## config.mk

```make
export PLATFORM = sky130hd
export DESIGN_NAME = legv8_multicycle_ctrl_flat
export DESIGN_NICKNAME = d
export VERILOG_FILES = /design/src/rtl/legv8_pkg.sv /design/src/rtl/legv8_multicycle_ctrl_if.sv /design/src/rtl/legv8_opdecode.sv /design/src/rtl/legv8_multicycle_ctrl.sv /design/src/flat_wrapper.sv
export SDC_FILE = /design/constraint.sdc
export NUM_CORES = 1
export LEC_CHECK = 0
export CAP_MARGIN = 20
export CELL_PAD_IN_SITES_DETAIL_PLACEMENT = 2
export CELL_PAD_IN_SITES_GLOBAL_PLACEMENT = 2
export CORE_UTILIZATION = 33
export CTS_CLUSTER_DIAMETER = 80
export DETAILED_ROUTE_END_ITERATION = 8
export DONT_BUFFER_PORTS = 1
export PLACE_DENSITY = 0.75
export SETUP_SLACK_MARGIN = 0.1
export SLEW_MARGIN = 40
export SYNTH_ARGS = -nofsm -noshare
export SYNTH_HDL_FRONTEND = slang
export SYNTH_SLANG_ARGS = --single-unit
```

## constraint.sdc

```tcl
create_clock -name clk -period 2.21 [get_ports clk]
set_clock_uncertainty 0.15 [all_clocks]
set_input_delay 0.442 -clock clk [delete_from_list [all_inputs] [get_ports clk]]
set_output_delay 0.442 -clock clk [all_outputs]
set_load 0.02 [all_outputs]
```

## src/rtl/legv8_pkg.sv

```systemverilog
// Shared LEGv8 control definitions: opcodes, decode masks, state codes, ALU and immediate selects.
// Used by the controller, the opcode decoder and the datapath so every encoding has a single source.
package legv8_pkg;

    localparam logic [10:0] OP_ADD  = 11'b10001011000;
    localparam logic [10:0] OP_SUB  = 11'b11001011000;
    localparam logic [10:0] OP_AND  = 11'b10001010000;
    localparam logic [10:0] OP_ORR  = 11'b10101010000;
    localparam logic [10:0] OP_ADDI = 11'b10010001000;
    localparam logic [10:0] OP_SUBI = 11'b11010001000;
    localparam logic [10:0] OP_LDUR = 11'b11111000010;
    localparam logic [10:0] OP_STUR = 11'b11111000000;
    localparam logic [10:0] OP_CBZ  = 11'b10110100000;
    localparam logic [10:0] OP_B    = 11'b00010100000;

    // A 1 in a mask marks an opcode bit that must match; 0 bits belong to the immediate field.
    localparam logic [10:0] MASK_FULL = 11'b11111111111;
    localparam logic [10:0] MASK_I    = 11'b11111111110;
    localparam logic [10:0] MASK_CB   = 11'b11111111000;
    localparam logic [10:0] MASK_B    = 11'b11111100000;

    localparam logic [2:0] ST_FETCH  = 3'd0;
    localparam logic [2:0] ST_DECODE = 3'd1;
    localparam logic [2:0] ST_EXEC   = 3'd2;
    localparam logic [2:0] ST_MEM_RD = 3'd3;
    localparam logic [2:0] ST_MEM_WR = 3'd4;
    localparam logic [2:0] ST_WB     = 3'd5;
    localparam logic [2:0] ST_BRANCH = 3'd6;
    localparam logic [2:0] ST_FAULT  = 3'd7;

    typedef enum logic [2:0] {
        FETCH  = ST_FETCH,
        DECODE = ST_DECODE,
        EXEC   = ST_EXEC,
        MEM_RD = ST_MEM_RD,
        MEM_WR = ST_MEM_WR,
        WB     = ST_WB,
        BRANCH = ST_BRANCH,
        FAULT  = ST_FAULT
    } state_t;

    localparam logic [1:0] ALU_ADD = 2'b00;
    localparam logic [1:0] ALU_SUB = 2'b01;
    localparam logic [1:0] ALU_AND = 2'b10;
    localparam logic [1:0] ALU_ORR = 2'b11;

    localparam logic [1:0] IMM_B  = 2'b00;
    localparam logic [1:0] IMM_I  = 2'b01;
    localparam logic [1:0] IMM_D  = 2'b10;
    localparam logic [1:0] IMM_CB = 2'b11;

    typedef enum logic [2:0] {
        CLS_R, CLS_I, CLS_D, CLS_CB, CLS_B, CLS_ILL
    } op_class_t;

    function automatic logic op_match(input logic [10:0] op, input logic [10:0] pat,
                                      input logic [10:0] mask);
        return ((op ^ pat) & mask) == 11'd0;
    endfunction

endpackage

```

## src/rtl/legv8_multicycle_ctrl_if.sv

```systemverilog
// Controller <-> datapath/memory bundle: master is the controller, slave is the datapath side.
interface legv8_multicycle_ctrl_if #(parameter int RETIRE_W = 32);
    logic [10:0]         opcode;
    logic                alu_zero;
    logic                mem_ready;
    logic                mem_req;
    logic                mem_read;
    logic                mem_write;
    logic                iord;
    logic                ir_write;
    logic                pc_write;
    logic                pc_src;
    logic                reg_write;
    logic                mem_to_reg;
    logic                alu_src_b;
    logic [1:0]          alu_op;
    logic [1:0]          imm_sel;
    logic                fault;
    logic [2:0]          state_dbg;
    logic [RETIRE_W-1:0] retired;

    modport master (
        input  opcode, alu_zero, mem_ready,
        output mem_req, mem_read, mem_write, iord, ir_write, pc_write, pc_src,
               reg_write, mem_to_reg, alu_src_b, alu_op, imm_sel, fault, state_dbg, retired
    );

    modport slave (
        output opcode, alu_zero, mem_ready,
        input  mem_req, mem_read, mem_write, iord, ir_write, pc_write, pc_src,
               reg_write, mem_to_reg, alu_src_b, alu_op, imm_sel, fault, state_dbg, retired
    );
endinterface

```

## src/rtl/legv8_opdecode.sv

```systemverilog
// Combinational LEGv8 opcode classifier: class, illegal flag, load flag, ALU op and immediate format.
import legv8_pkg::*;
module legv8_opdecode (
    input  logic [10:0] opcode,
    output op_class_t   op_class,
    output logic        illegal,
    output logic        is_load,
    output logic [1:0]  alu_op,
    output logic [1:0]  imm_sel
);
    always_comb begin
        op_class = CLS_ILL;
        is_load  = 1'b0;
        alu_op   = ALU_ADD;
        imm_sel  = IMM_B;
        if (op_match(opcode, OP_ADD, MASK_FULL)) begin
            op_class = CLS_R;
        end else if (op_match(opcode, OP_SUB, MASK_FULL)) begin
            op_class = CLS_R;
            alu_op   = ALU_SUB;
        end else if (op_match(opcode, OP_AND, MASK_FULL)) begin
            op_class = CLS_R;
            alu_op   = ALU_AND;
        end else if (op_match(opcode, OP_ORR, MASK_FULL)) begin
            op_class = CLS_R;
            alu_op   = ALU_ORR;
        end else if (op_match(opcode, OP_ADDI, MASK_I)) begin
            op_class = CLS_I;
            imm_sel  = IMM_I;
        end else if (op_match(opcode, OP_SUBI, MASK_I)) begin
            op_class = CLS_I;
            alu_op   = ALU_SUB;
            imm_sel  = IMM_I;
        end else if (op_match(opcode, OP_LDUR, MASK_FULL)) begin
            op_class = CLS_D;
            is_load  = 1'b1;
            imm_sel  = IMM_D;
        end else if (op_match(opcode, OP_STUR, MASK_FULL)) begin
            op_class = CLS_D;
            imm_sel  = IMM_D;
        end else if (op_match(opcode, OP_CBZ, MASK_CB)) begin
            op_class = CLS_CB;
            imm_sel  = IMM_CB;
        end else if (op_match(opcode, OP_B, MASK_B)) begin
            op_class = CLS_B;
        end
        illegal = (op_class == CLS_ILL);
    end
endmodule

```

## src/rtl/legv8_multicycle_ctrl.sv

```systemverilog
// LEGv8 multicycle controller: FETCH/DECODE/EXEC/MEM/WB sequencing, memory wait timeout, retire count.
// Strobes are decoded from state plus mem_ready/alu_zero; FAULT is sticky until reset.
import legv8_pkg::*;
module legv8_multicycle_ctrl #(
    parameter int MEM_WAIT_MAX = 15,
    parameter int RETIRE_W     = 32
) (
    input logic                      clk,
    input logic                      rst_n,
    legv8_multicycle_ctrl_if.master  bus
);
    localparam logic [7:0] WAIT_MAX = 8'(MEM_WAIT_MAX);

    state_t              state;
    logic [7:0]          wait_cnt;
    logic [RETIRE_W-1:0] retired_q;
    logic                fault_q;

    op_class_t  op_class;
    logic       op_illegal;
    logic       op_load;
    logic [1:0] dec_alu_op;
    logic [1:0] dec_imm_sel;

    legv8_opdecode u_opdecode (
        .opcode   (bus.opcode),
        .op_class (op_class),
        .illegal  (op_illegal),
        .is_load  (op_load),
        .alu_op   (dec_alu_op),
        .imm_sel  (dec_imm_sel)
    );

    always_ff @(posedge clk) begin
        if (!rst_n) begin
            state     <= FETCH;
            wait_cnt  <= '0;
            retired_q <= '0;
            fault_q   <= 1'b0;
        end else begin
            // The wait counter only survives a cycle spent stalled in a memory state.
            wait_cnt <= '0;
            unique case (state)
                FETCH, MEM_RD, MEM_WR: begin
                    if (bus.mem_ready) begin
                        if (state == FETCH) begin
                            state <= DECODE;
                        end else if (state == MEM_RD) begin
                            state <= WB;
                        end else begin
                            state     <= FETCH;
                            retired_q <= retired_q + RETIRE_W'(1);
                        end
                    end else if (wait_cnt == WAIT_MAX) begin
                        state   <= FAULT;
                        fault_q <= 1'b1;
                    end else begin
                        wait_cnt <= wait_cnt + 8'd1;
                    end
                end
                DECODE: begin
                    if (op_illegal) begin
                        state   <= FAULT;
                        fault_q <= 1'b1;
                    end else if (op_class == CLS_CB || op_class == CLS_B) begin
                        state <= BRANCH;
                    end else begin
                        state <= EXEC;
                    end
                end
                EXEC: begin
                    case (op_class)
                        CLS_R, CLS_I: state <= WB;
                        CLS_D:        state <= op_load ? MEM_RD : MEM_WR;
                        default: begin
                            state   <= FAULT;
                            fault_q <= 1'b1;
                        end
                    endcase
                end
                WB, BRANCH: begin
                    state     <= FETCH;
                    retired_q <= retired_q + RETIRE_W'(1);
                end
                FAULT: fault_q <= 1'b1;
            endcase
        end
    end

    always_comb begin
        bus.mem_req    = 1'b0;
        bus.mem_read   = 1'b0;
        bus.mem_write  = 1'b0;
        bus.iord       = 1'b0;
        bus.ir_write   = 1'b0;
        bus.pc_write   = 1'b0;
        bus.pc_src     = 1'b0;
        bus.reg_write  = 1'b0;
        bus.mem_to_reg = 1'b0;
        bus.alu_src_b  = 1'b0;
        bus.alu_op     = dec_alu_op;
        bus.imm_sel    = dec_imm_sel;
        case (state)
            FETCH: begin
                bus.mem_req  = 1'b1;
                bus.mem_read = 1'b1;
                bus.ir_write = bus.mem_ready;
                bus.pc_write = bus.mem_ready;
            end
            EXEC: begin
                bus.alu_src_b = (op_class == CLS_I) || (op_class == CLS_D);
                if (op_class == CLS_D) bus.alu_op = ALU_ADD;
            end
            MEM_RD: begin
                bus.mem_req  = 1'b1;
                bus.mem_read = 1'b1;
                bus.iord     = 1'b1;
            end
            MEM_WR: begin
                bus.mem_req   = 1'b1;
                bus.mem_write = 1'b1;
                bus.iord      = 1'b1;
            end
            WB: begin
                bus.reg_write  = 1'b1;
                bus.mem_to_reg = op_load;
            end
            BRANCH: begin
                if (op_class == CLS_B) begin
                    bus.pc_write = 1'b1;
                    bus.pc_src   = 1'b1;
                end else if (op_class == CLS_CB) begin
                    bus.pc_write = bus.alu_zero;
                    bus.pc_src   = 1'b1;
                end
            end
            default: ;
        endcase
    end

    assign bus.fault     = fault_q;
    assign bus.state_dbg = state;
    assign bus.retired   = retired_q;

endmodule

```

## src/flat_wrapper.sv

```systemverilog
// flat-port wrapper written by rule: the top's interface ports become plain ports
module legv8_multicycle_ctrl_flat 
#(
    parameter int MEM_WAIT_MAX = 15,
    parameter int RETIRE_W     = 32
)
  (clk, rst_n, bus_opcode, bus_alu_zero, bus_mem_ready, bus_mem_req, bus_mem_read, bus_mem_write, bus_iord, bus_ir_write, bus_pc_write, bus_pc_src, bus_reg_write, bus_mem_to_reg, bus_alu_src_b, bus_alu_op, bus_imm_sel, bus_fault, bus_state_dbg, bus_retired);
  legv8_multicycle_ctrl_if #(.RETIRE_W(RETIRE_W)) bus_i ();
  input logic clk;
  input logic rst_n;
  input wire logic [$bits(bus_i.opcode)-1:0] bus_opcode;
  input wire logic [$bits(bus_i.alu_zero)-1:0] bus_alu_zero;
  input wire logic [$bits(bus_i.mem_ready)-1:0] bus_mem_ready;
  output wire logic [$bits(bus_i.mem_req)-1:0] bus_mem_req;
  output wire logic [$bits(bus_i.mem_read)-1:0] bus_mem_read;
  output wire logic [$bits(bus_i.mem_write)-1:0] bus_mem_write;
  output wire logic [$bits(bus_i.iord)-1:0] bus_iord;
  output wire logic [$bits(bus_i.ir_write)-1:0] bus_ir_write;
  output wire logic [$bits(bus_i.pc_write)-1:0] bus_pc_write;
  output wire logic [$bits(bus_i.pc_src)-1:0] bus_pc_src;
  output wire logic [$bits(bus_i.reg_write)-1:0] bus_reg_write;
  output wire logic [$bits(bus_i.mem_to_reg)-1:0] bus_mem_to_reg;
  output wire logic [$bits(bus_i.alu_src_b)-1:0] bus_alu_src_b;
  output wire logic [$bits(bus_i.alu_op)-1:0] bus_alu_op;
  output wire logic [$bits(bus_i.imm_sel)-1:0] bus_imm_sel;
  output wire logic [$bits(bus_i.fault)-1:0] bus_fault;
  output wire logic [$bits(bus_i.state_dbg)-1:0] bus_state_dbg;
  output wire logic [$bits(bus_i.retired)-1:0] bus_retired;
  assign bus_i.opcode = bus_opcode;
  assign bus_i.alu_zero = bus_alu_zero;
  assign bus_i.mem_ready = bus_mem_ready;
  assign bus_mem_req = bus_i.mem_req;
  assign bus_mem_read = bus_i.mem_read;
  assign bus_mem_write = bus_i.mem_write;
  assign bus_iord = bus_i.iord;
  assign bus_ir_write = bus_i.ir_write;
  assign bus_pc_write = bus_i.pc_write;
  assign bus_pc_src = bus_i.pc_src;
  assign bus_reg_write = bus_i.reg_write;
  assign bus_mem_to_reg = bus_i.mem_to_reg;
  assign bus_alu_src_b = bus_i.alu_src_b;
  assign bus_alu_op = bus_i.alu_op;
  assign bus_imm_sel = bus_i.imm_sel;
  assign bus_fault = bus_i.fault;
  assign bus_state_dbg = bus_i.state_dbg;
  assign bus_retired = bus_i.retired;
  legv8_multicycle_ctrl #(.MEM_WAIT_MAX(MEM_WAIT_MAX), .RETIRE_W(RETIRE_W)) u_core (.clk(clk), .rst_n(rst_n), .bus(bus_i));
endmodule
```

==> flow_summary.json, run 1 <==
{
  "p_int_mw": 1.328,
  "ant_nets": 0,
  "dieWidth_um": 87.83,
  "row_count": 30,
  "final_cell_mix": "buf_4, dfxtp_1, and2_1, xnor2_1, nand4_1",
  "cts_tree": "yes",
  "num_vias": 2271,
  "diodes": 0,
  "switching_share": 0.3586,
  "finalSetupViolations": 0,
  "syn_area_mm2": 0.002431,
  "power.density_mw_per_mm2": 681.5,
  "comb_power_share": 0.313,
  "first_pass_iters": 4,
  "wirelength_mm": 7.120,
  "wl_met2_mm": 3.634,
  "p_leak_nw": 1.220,
  "drc": 0,
  "grt_overflow": 0,
  "synth_fp_nets": 302,
  "die_h_um": 87.83,
  "num-nets-final": 345,
  "hp-class": "in2reg",
  "synth_top_cell_area_share": 0.3623,
  "period_needed_ns": 2.115,
  "final_common_cell": "buf_4",
  "cts.path.max_buffers": 2,
  "syn_area_per_cell_um2": 8.530,
  "end_kind": "output pin",
  "yosys_warnings": 0,
  "ys_types": 49,
  "fillers": 779,
  "synth_edf_count": 0,
  "syn2layout_area_growth_pct": 24.96,
  "met3WireLength_um": 268,
  "worstSkewPairLatency_ns": 0.30,
  "hold_viol_final": 0,
  "power_frac_seq": 0.447,
  "vdd_drop_max_uv": 492.6,
  "crit_type": "in2out",
  "fin_util": 0.4375,
  "track_usage": 0.1986,
  "synth-seq-cells": 44,
  "rsz0062_at_grt": "true",
  "dpl.hpwl_mm": 5.393,
  "ios": 65,
  "power_frac_clock": 0.240,
  "grt_pass1_vias": 2387,
  "slew_headroom": 0.4510,
  "placed_cells": 413,
  "wl_per_cell_um": 16.79,
  "io_buffers": 0,
  "dominantRegCellSynth": "dfxtp_1",
  "synthArstFlopShare": 0,
  "slew_viol_final": 0,
  "synthTopCellsByArea": "dfxtp_1, xnor2_1, and2_1, nand4_1, nor2_1",
  "tns_ns": 0,
  "fin_crit_sh": 0.9572,
  "root_buffer": "clkbuf_8",
  "clk_pin_slew_ns": 0.09,
  "crit_path_max_fanout": 5,
  "worstPathRequired_ns": 1.62,
  "start_kind": "input port",
  "ys_seq_area_frac": 0.3623,
  "routed.top_layer": "met4",
  "outcome": "finished clean",
  "max_clock_freq_ghz": 0.4727,
  "antenna_found_initial": 0,
  "initial_core_util": 0.3501,
  "grt_max_degree": 40,
  "yosysTopAreaCell": "dfxtp_1",
  "fin_cells": 424,
  "netSwitchingPower_mw": 0.7424,
  "netlist_instances": 285,
  "drt_iter0_drc": 55,
  "drive_gt1_frac": 0.2409,
  "gp_congestion": 0.8036,
  "cts_buffers": 5,
  "routed_via_density": 5.356,
  "ctsHtreeMaxLevel": 2,
  "wl_met1_mm": 3.111,
  "cp.arrival_ns": 1.52,
  "finalPower_mw": 2.070,
  "maxCapViolCount": 0,
  "tightest_slew_ns": 0.8172,
  "cts_sinks": 44,
  "coreArea_mm2": 0.006944,
  "die_area_mm2": 0.007714,
  "grt_pass1_wl_mm": 11.81
}
## cell families after synthesis
kind of cell / share of synthesized area
buffers and inverters: 0.02934
adders and majority gates: 0.01029
DFF: 0.3623
AOI/OAI and AO/OA: 0.1266
muxes: 0.004118
and+or+nand+nor: 0.3556
xor gates and xnor gates: 0.1117
## per-stage QoR
stage	setup WS [ns]	area [µm²]	hold WS (ns)
global placement	0.05557	2855	0.2759
finish	0.09453	3038	0.1201
floorplan	0.08171	2456	0.2630
CTS	0.1052	2960	0.09485
detailed placement	-0.01940	2855	0.2894
global route	-0.001699	3038	0.09662
## path summary, 6_finish.rpt
| kind | from | end | slack [ns] | cells past startpoint |
|---|---|---|---|---|
| setup / recovery | bus_opcode[2] | bus_alu_op[0] | 0.09 | 6 |
| hold / removal | rst_n | u_core.bus.retired[13]$_SDFFE_PN0P_ | 0.12 | 1 |
| setup reg to reg | u_core.bus.state_dbg[1]$_SDFFE_PN0P_ | u_core.bus.retired[4]$_SDFFE_PN0P_ | 0.21 | 6 |
| hold reg to reg | u_core.wait_cnt[0]$_SDFF_PP0_ | u_core.wait_cnt[0]$_SDFF_PP0_ | 0.30 | 1 |
## registers in the layout, summed over array words and instances, names as in the netlist
signal                flops
u_core.bus.retired       32
u_core.bus.fault          1
u_core.wait_cnt           8
u_core.bus.state_dbg      3
## power groups by stage
| stage | Combinational (mW) | Clock, mW | Sequential, mW |
|---|---|---|---|
| floorplan | 0.431 | 0 | 0.955 |
| global placement | 0.600 | 0 | 0.945 |
| detailed placement | 0.612 | 0 | 0.946 |
| CTS | 0.620 | 0.523 | 0.929 |
| global route | 0.705 | 0.547 | 0.937 |
| finish | 0.648 | 0.497 | 0.926 |
## metal layers
metal | vias to the layer above | GRT usage
li1 | 1102 | -
met1 | 1121 | 0.2247
met2 | 40 | 0.3636
met3 | 8 | 0.03770
met4 | 0 | 0.08197
met5 | - | 0
## final cells by class
cell class              instances  area, µm²  area share
clock buffers                   5      68.82     0.02265
repair buffers                 47      352.8      0.1161
flip-flops and latches         44      889.6      0.2928
inverters                       6      22.52    0.007414
clock inverters                 2      12.51    0.004119
well taps                      96      120.1     0.03954
multi-input cells             224       1572      0.5173
## critical path, stage by stage
cell	delay [ns]
nor4b_4	0.26
buf_4	0.19
buf_4	0.11
nand4_1	0.13
nor3_4	0.15
a21o_1	0.23
## Yosys cell counts, types with 2 or more instances
cell type  count
nand2b_1       4
nand2_1       16
and2_1        26
a21boi_1       3
xnor2_1       23
nand3_1       15
nor3_1         3
nor4_1         2
nor2b_1        9
nor3b_1        2
clkbuf_1      10
a21o_1         2
ha_1           2
a21oi_1        3
dfxtp_1       44
inv_1          6
xor2_1         8
and4_1         3
o21ai_0       13
nand4_1       22
nor4b_1        2
a211o_1        2
or3_1          6
nor2_1        21
a31o_2         2
and3_1         8
o31a_1         2
a21boi_0       5
## what timing repair did
item / 4_1_cts / 5_1_grt
gates resized for setup: 8 / 12
setup endpoints to repair: 4 / 11
pin swaps: 1 / 7
buffers inserted: 0 / 4
hold buffers: 0 / 0
Power figures use the tool's default switching activity.
==> run 2: changes to the inputs <==
- clock period: 2.21 -> 1.9 ns (I/O delays scaled with it)
==> run 2 against run 1 <==
  * The flow now finishes with violations (setup timing)
  * Sequential share of layout area shrank 6.3 points
  * Design area grew 29%
  * Worst setup slack lost 0.33 ns
  * Via count grew 23%
  * Hold slack lost 0.065 ns
  * Register-to-register slack lost 0.37 ns
  * Wire length grew 85%
  * Non-clock buffer count grew 49
  * Global-route usage grew 5.8 points
  * Utilization grew 13 points
  * Final cell count grew 12%
  * Highest routed layer unchanged
  * Sequential power grew 17%
==> flow_summary.json, run 2 (synthesized netlist as in run 1, its figures left out) <==
{
  "outcome": "finished with violations",
  "hold_viol_final": 0,
  "wirelength_mm": 13.15,
  "die_area_mm2": 0.007714,
  "fin_cells": 475,
  "diodes": 0,
  "cts_buffers": 5,
  "ant_nets": 0,
  "ctsHtreeMaxLevel": 2,
  "p_leak_nw": 1.652,
  "fin_ws_ns": -0.2326,
  "root_buffer": "clkbuf_8",
  "grt_pass1_wl_mm": 15.01,
  "wl_per_cell_um": 27.68,
  "maxCapViolCount": 0,
  "grt_overflow": 0,
  "tns_ns": -3.021,
  "drc": 0,
  "grt_max_degree": 40,
  "hp-class": "in2reg",
  "period_needed_ns": 2.133,
  "vdd_drop_max_uv": 564.1,
  "path_cells": "nor4b_4, buf_4, nand4_1, o211ai_1, o211a_4",
  "rsz0062_at_grt": "true",
  "worstSkewPairLatency_ns": 0.31,
  "io_buffers": 0,
  "final_cell_mix": "buf_4, dfxtp_1, and2_1, nand4_1, xnor2_1",
  "crit_type": "in2out",
  "max_clock_freq_ghz": 0.4689,
  "worstPathRequired_ns": 1.37,
  "num_vias": 2797,
  "track_usage": 0.2565,
  "gp_congestion": 0.8338,
  "dpl.hpwl_mm": 5.786,
  "coreArea_mm2": 0.006944,
  "cp_top_family": "simple AND/OR/NAND/NOR gates",
  "cp_slowest_stage_delay_ns": 0.36,
  "crit_path_max_fanout": 3,
  "tightest_slew_ns": 0.4221,
  "cts_tree": "yes",
  "routed_via_density": 5.888,
  "num-nets-final": 395,
  "final_common_cell": "buf_4",
  "cts_sinks": 44,
  "finalSetupViolations": 35,
  "row_count": 30,
  "slew_viol_final": 0,
  "fin_crit_sh": 1.122,
  "initial_core_util": 0.3501,
  "syn2layout_area_growth_pct": 61.40,
  "slew_headroom": 0.7157,
  "die_h_um": 87.83,
  "holdBufCountCts": 0,
  "drt_iter0_drc": 104,
  "antenna_found_initial": 0,
  "cts.path.max_buffers": 2,
  "crit_buf_inv": 1,
  "violations": "setup timing",
  "ios": 65,
  "fillers": 701,
  "largest_reg_flops": 32,
  "cp.arrival_ns": 1.60,
  "clk_pin_slew_ns": 0.10,
  "placed_cells": 430,
  "critPathSlowestCell": "nor4b_4",
  "first_pass_iters": 4,
  "end_kind": "output pin",
  "fin_util": 0.5650,
  "dieWidth_um": 87.83,
  "drive_gt1_frac": 0.4723,
  "grt_pass1_vias": 2867,
  "start_kind": "input port",
  "power.density_mw_per_mm2": 854.4
}
==> run 2: cell count changes in the layout (fill, tap and decap cells not counted), moves of 4 or more <==
cell and delta:
nor2b_4 +4, nand2_1 -7, nand3_1 -6, buf_6 +19, nor2_1 -4, nand2_4 +5
buf_4 +24, nor2_4 +4, nand3_2 +5
==> run 2: routing by layer <==
| layer | share of wire | vias up | track usage |
|---|---|---|---|
| met2 | 0.55 | 120 | 0.5046 |
| met5 | 0 | - | 0 |
| li1 | - | 1212 | - |
| met3 | 0.047 | 56 | 0.05938 |
| met4 | 0.069 | 0 | 0.07601 |
| met1 | 0.33 | 1409 | 0.2668 |
==> run 2: what timing repair did <==
item                                    4_1_cts  5_1_grt
pin swaps                                    61       50
gates resized for setup                      53       66
gates cloned                                  3        0
endpoints found under the setup margin       48       54
buffers inserted                             18       16
==> run 2: report_power, final <==
part	switching (mW)	total (mW)	internal [mW]	leakage (nW)
Clock	0.369	0.626	0.258	0.0479
Sequential	0.0870	1.08	0.996	0.361
Combinational	0.846	1.64	0.797	1.24
==> run 2: layout make-up <==
| cell class | instances | area (µm²) | share of cell area |
|---|---|---|---|
| clock buffer | 5 | 68.82 | 0.01754 |
| sequential | 44 | 900.9 | 0.2296 |
| inverter | 6 | 25.02 | 0.006378 |
| timing repair buffer | 96 | 882.1 | 0.2248 |
| multi-input combinational | 225 | 1908 | 0.4863 |
| tap | 96 | 120.1 | 0.03061 |
| clock inverter | 3 | 18.77 | 0.004783 |
==> run 2: final timing paths <==
kind	startpoint	to	slack, ns	depth (start not counted)
worst max-delay path	bus_opcode[5]	bus_alu_src_b	-0.23	5
worst min-delay path	rst_n	u_core.bus.retired[5]$_SDFFE_PN0P_	0.06	1
worst max register to register	u_core.bus.retired[7]$_SDFFE_PN0P_	u_core.bus.retired[31]$_SDFFE_PN0P_	-0.16	6
worst min register to register	u_core.wait_cnt[0]$_SDFF_PP0_	u_core.wait_cnt[0]$_SDFF_PP0_	0.42	2
==> run 2: through the flow <==
stage	area (µm²)	worst slack, ns	hold slack, ns	power (mW)
final	3924	-0.2326	0.05519	3.352
after global routing	3924	-0.2449	0.04384	3.451
after CTS	3517	-0.09490	0.04103	2.882
after detailed placement	3018	-0.1276	0.2933	1.867
after global placement	3018	-0.07477	0.2786	1.846
after floorplan	2491	-0.1409	0.2653	1.631
==> run 3: changes to the inputs <==
- GPL_TIMING_DRIVEN: not set -> 0
==> run 3 against run 2 <==
  * Wire length shrank 33%
  * Worst setup slack better by 0.043 ns
  * Sequential share of layout area up 4.5 points
  * Flip-flop and latch count unchanged
  * The run still ends with setup timing left
  * Highest routed layer unchanged
  * Total power fell by 7.3%
  * Largest cell class unchanged
  * Non-clock buffer count is 47 lower
  * Via count down 15%
==> flow_summary.json, run 3 (synthesized netlist as in run 1, its figures left out) <==
{
  "outcome": "finished with violations",
  "violations": "setup timing",
  "finalSetupViolations": 36,
  "ios": 65,
  "rsz0062_at_grt": "true",
  "fin_cells": 427,
  "wl_met2_mm": 4.791,
  "tightest_slew_ns": 0.6504,
  "dpl.hpwl_mm": 5.005,
  "final-seq-area_um2": 942.2,
  "worstPathRequired_ns": 1.37,
  "fillers": 732,
  "power.density_mw_per_mm2": 904.1,
  "cts.path.max_buffers": 2,
  "crit_type": "reg2out",
  "drc": 0,
  "end_kind": "output pin",
  "track_usage": 0.2096,
  "routed_via_density": 5.548,
  "drive_gt1_frac": 0.3958,
  "dp_slack_ns": -0.5177,
  "die_h_um": 87.83,
  "largest_reg_flops": 32,
  "drt_iter0_drc": 61,
  "root_buffer": "clkbuf_8",
  "vdd_drop_max_uv": 535.8,
  "hp-class": "in2reg",
  "wirelength_mm": 8.864,
  "grt_pass1_wl_mm": 12.36,
  "placed_cells": 381,
  "initial_core_util": 0.3501,
  "num-nets-final": 347,
  "maxCapViolCount": 0,
  "p_leak_nw": 1.337,
  "worstSkewPairLatency_ns": 0.31,
  "fin_ws_ns": -0.1892,
  "grt_max_degree": 15,
  "row_count": 30,
  "met3WireLength_um": 469,
  "cts_sinks": 44,
  "period_needed_ns": 2.089,
  "finalPower_mw": 3.107,
  "fin_crit_sh": 1.100,
  "ant_nets": 0,
  "diodes": 0,
  "wl_met1_mm": 3.430,
  "final_common_cell": "buf_4",
  "clk_pin_slew_ns": 0.08,
  "wl_per_cell_um": 20.76,
  "num_vias": 2369,
  "grt_overflow": 0,
  "coreArea_mm2": 0.006944,
  "antenna_found_initial": 0,
  "syn2layout_area_growth_pct": 41.38,
  "hold_ws_ns": 0.1753,
  "place_area_mm2": 0.002611,
  "io_buffers": 0,
  "ctsHtreeMaxLevel": 2,
  "crit_path_max_fanout": 4,
  "hold_viol_final": 0,
  "dieWidth_um": 87.83,
  "gp_congestion": 0.7633,
  "die_area_mm2": 0.007714,
  "start_kind": "register",
  "cts_tree": "yes",
  "grt_pass1_vias": 2456,
  "multiInputGateArea_mm2": 0.001826,
  "routed.top_layer": "met4",
  "cts_buffers": 5,
  "final_area_mm2": 0.003437,
  "final_cell_mix": "buf_4, and2_1, nand4_1, xnor2_1, dfxtp_2",
  "slew_viol_final": 0,
  "fin_util": 0.4950,
  "cp.arrival_ns": 1.56,
  "tns_ns": -3.074,
  "max_clock_freq_ghz": 0.4786,
  "slew_headroom": 0.5640,
  "first_pass_iters": 4
}
## run 3: cell count changes in the layout (fill, tap and decap cells not counted), sizes merged
cell and change:
buf -55, bufbuf -1, bufinv +1, clkbuf +10
clkinv -2, nand4 -1
## run 3: worst paths after layout
kind / from / endpoint / slack [ns] / cells after the start
max reg2reg: u_core.bus.state_dbg[0]$_SDFFE_PN0P_ / u_core.bus.retired[6]$_SDFFE_PN0P_ / -0.19 / 7
min: bus_opcode[1] / u_core.bus.state_dbg[2]$_SDFFE_PN0P_ / 0.18 / 3
max: u_core.bus.state_dbg[1]$_SDFFE_PN0P_ / bus_pc_write / -0.19 / 5
min reg2reg: u_core.wait_cnt[0]$_SDFF_PP0_ / u_core.wait_cnt[0]$_SDFF_PP0_ / 0.38 / 2
## run 3: routing by layer
metal,vias to the layer above,GRT usage
met5,-,0
met4,0,0.06408
met3,15,0.07540
met2,59,0.3700
met1,1188,0.2353
li1,1107,-
## run 3: power by group
| group | total, mW | internal (mW) | leakage, nW | switching (mW) |
|---|---|---|---|---|
| logic | 1.17 | 0.544 | 0.903 | 0.629 |
| registers | 1.15 | 0.994 | 0.373 | 0.161 |
| clock network | 0.781 | 0.430 | 0.0614 | 0.350 |
| total | 3.11 | 1.97 | 1.34 | 1.14 |
## run 3: worst max-delay path, cell delays in order, from the launching register on
cell	delay [ns]
dfxtp_4	0.39
buf_6	0.14
buf_6	0.12
or2_4	0.26
nor2_4	0.20
a31o_4	0.16
## run 3: area by class of cell
cell class                 count  area share
buffer                        11     0.02184
multi-input combinational    224      0.5311
inverter                       6    0.007281
timing repair buffer          38     0.09538
tap                           96     0.03495
sequential                    44      0.2741
clock inverter                 2     0.01129
clock buffer                   6     0.02403
## run 3: what timing repair did
| action | CTS | global route |
|---|---|---|
| gates resized for setup | 65 | 56 |
| endpoints found under the setup margin | 51 | 51 |
| cloned | 0 | 1 |
| hold endpoints to repair | 0 | 0 |
| pin swaps | 21 | 32 |
| setup buffers | 23 | 15 |
| hold buffers | 0 | 0 |
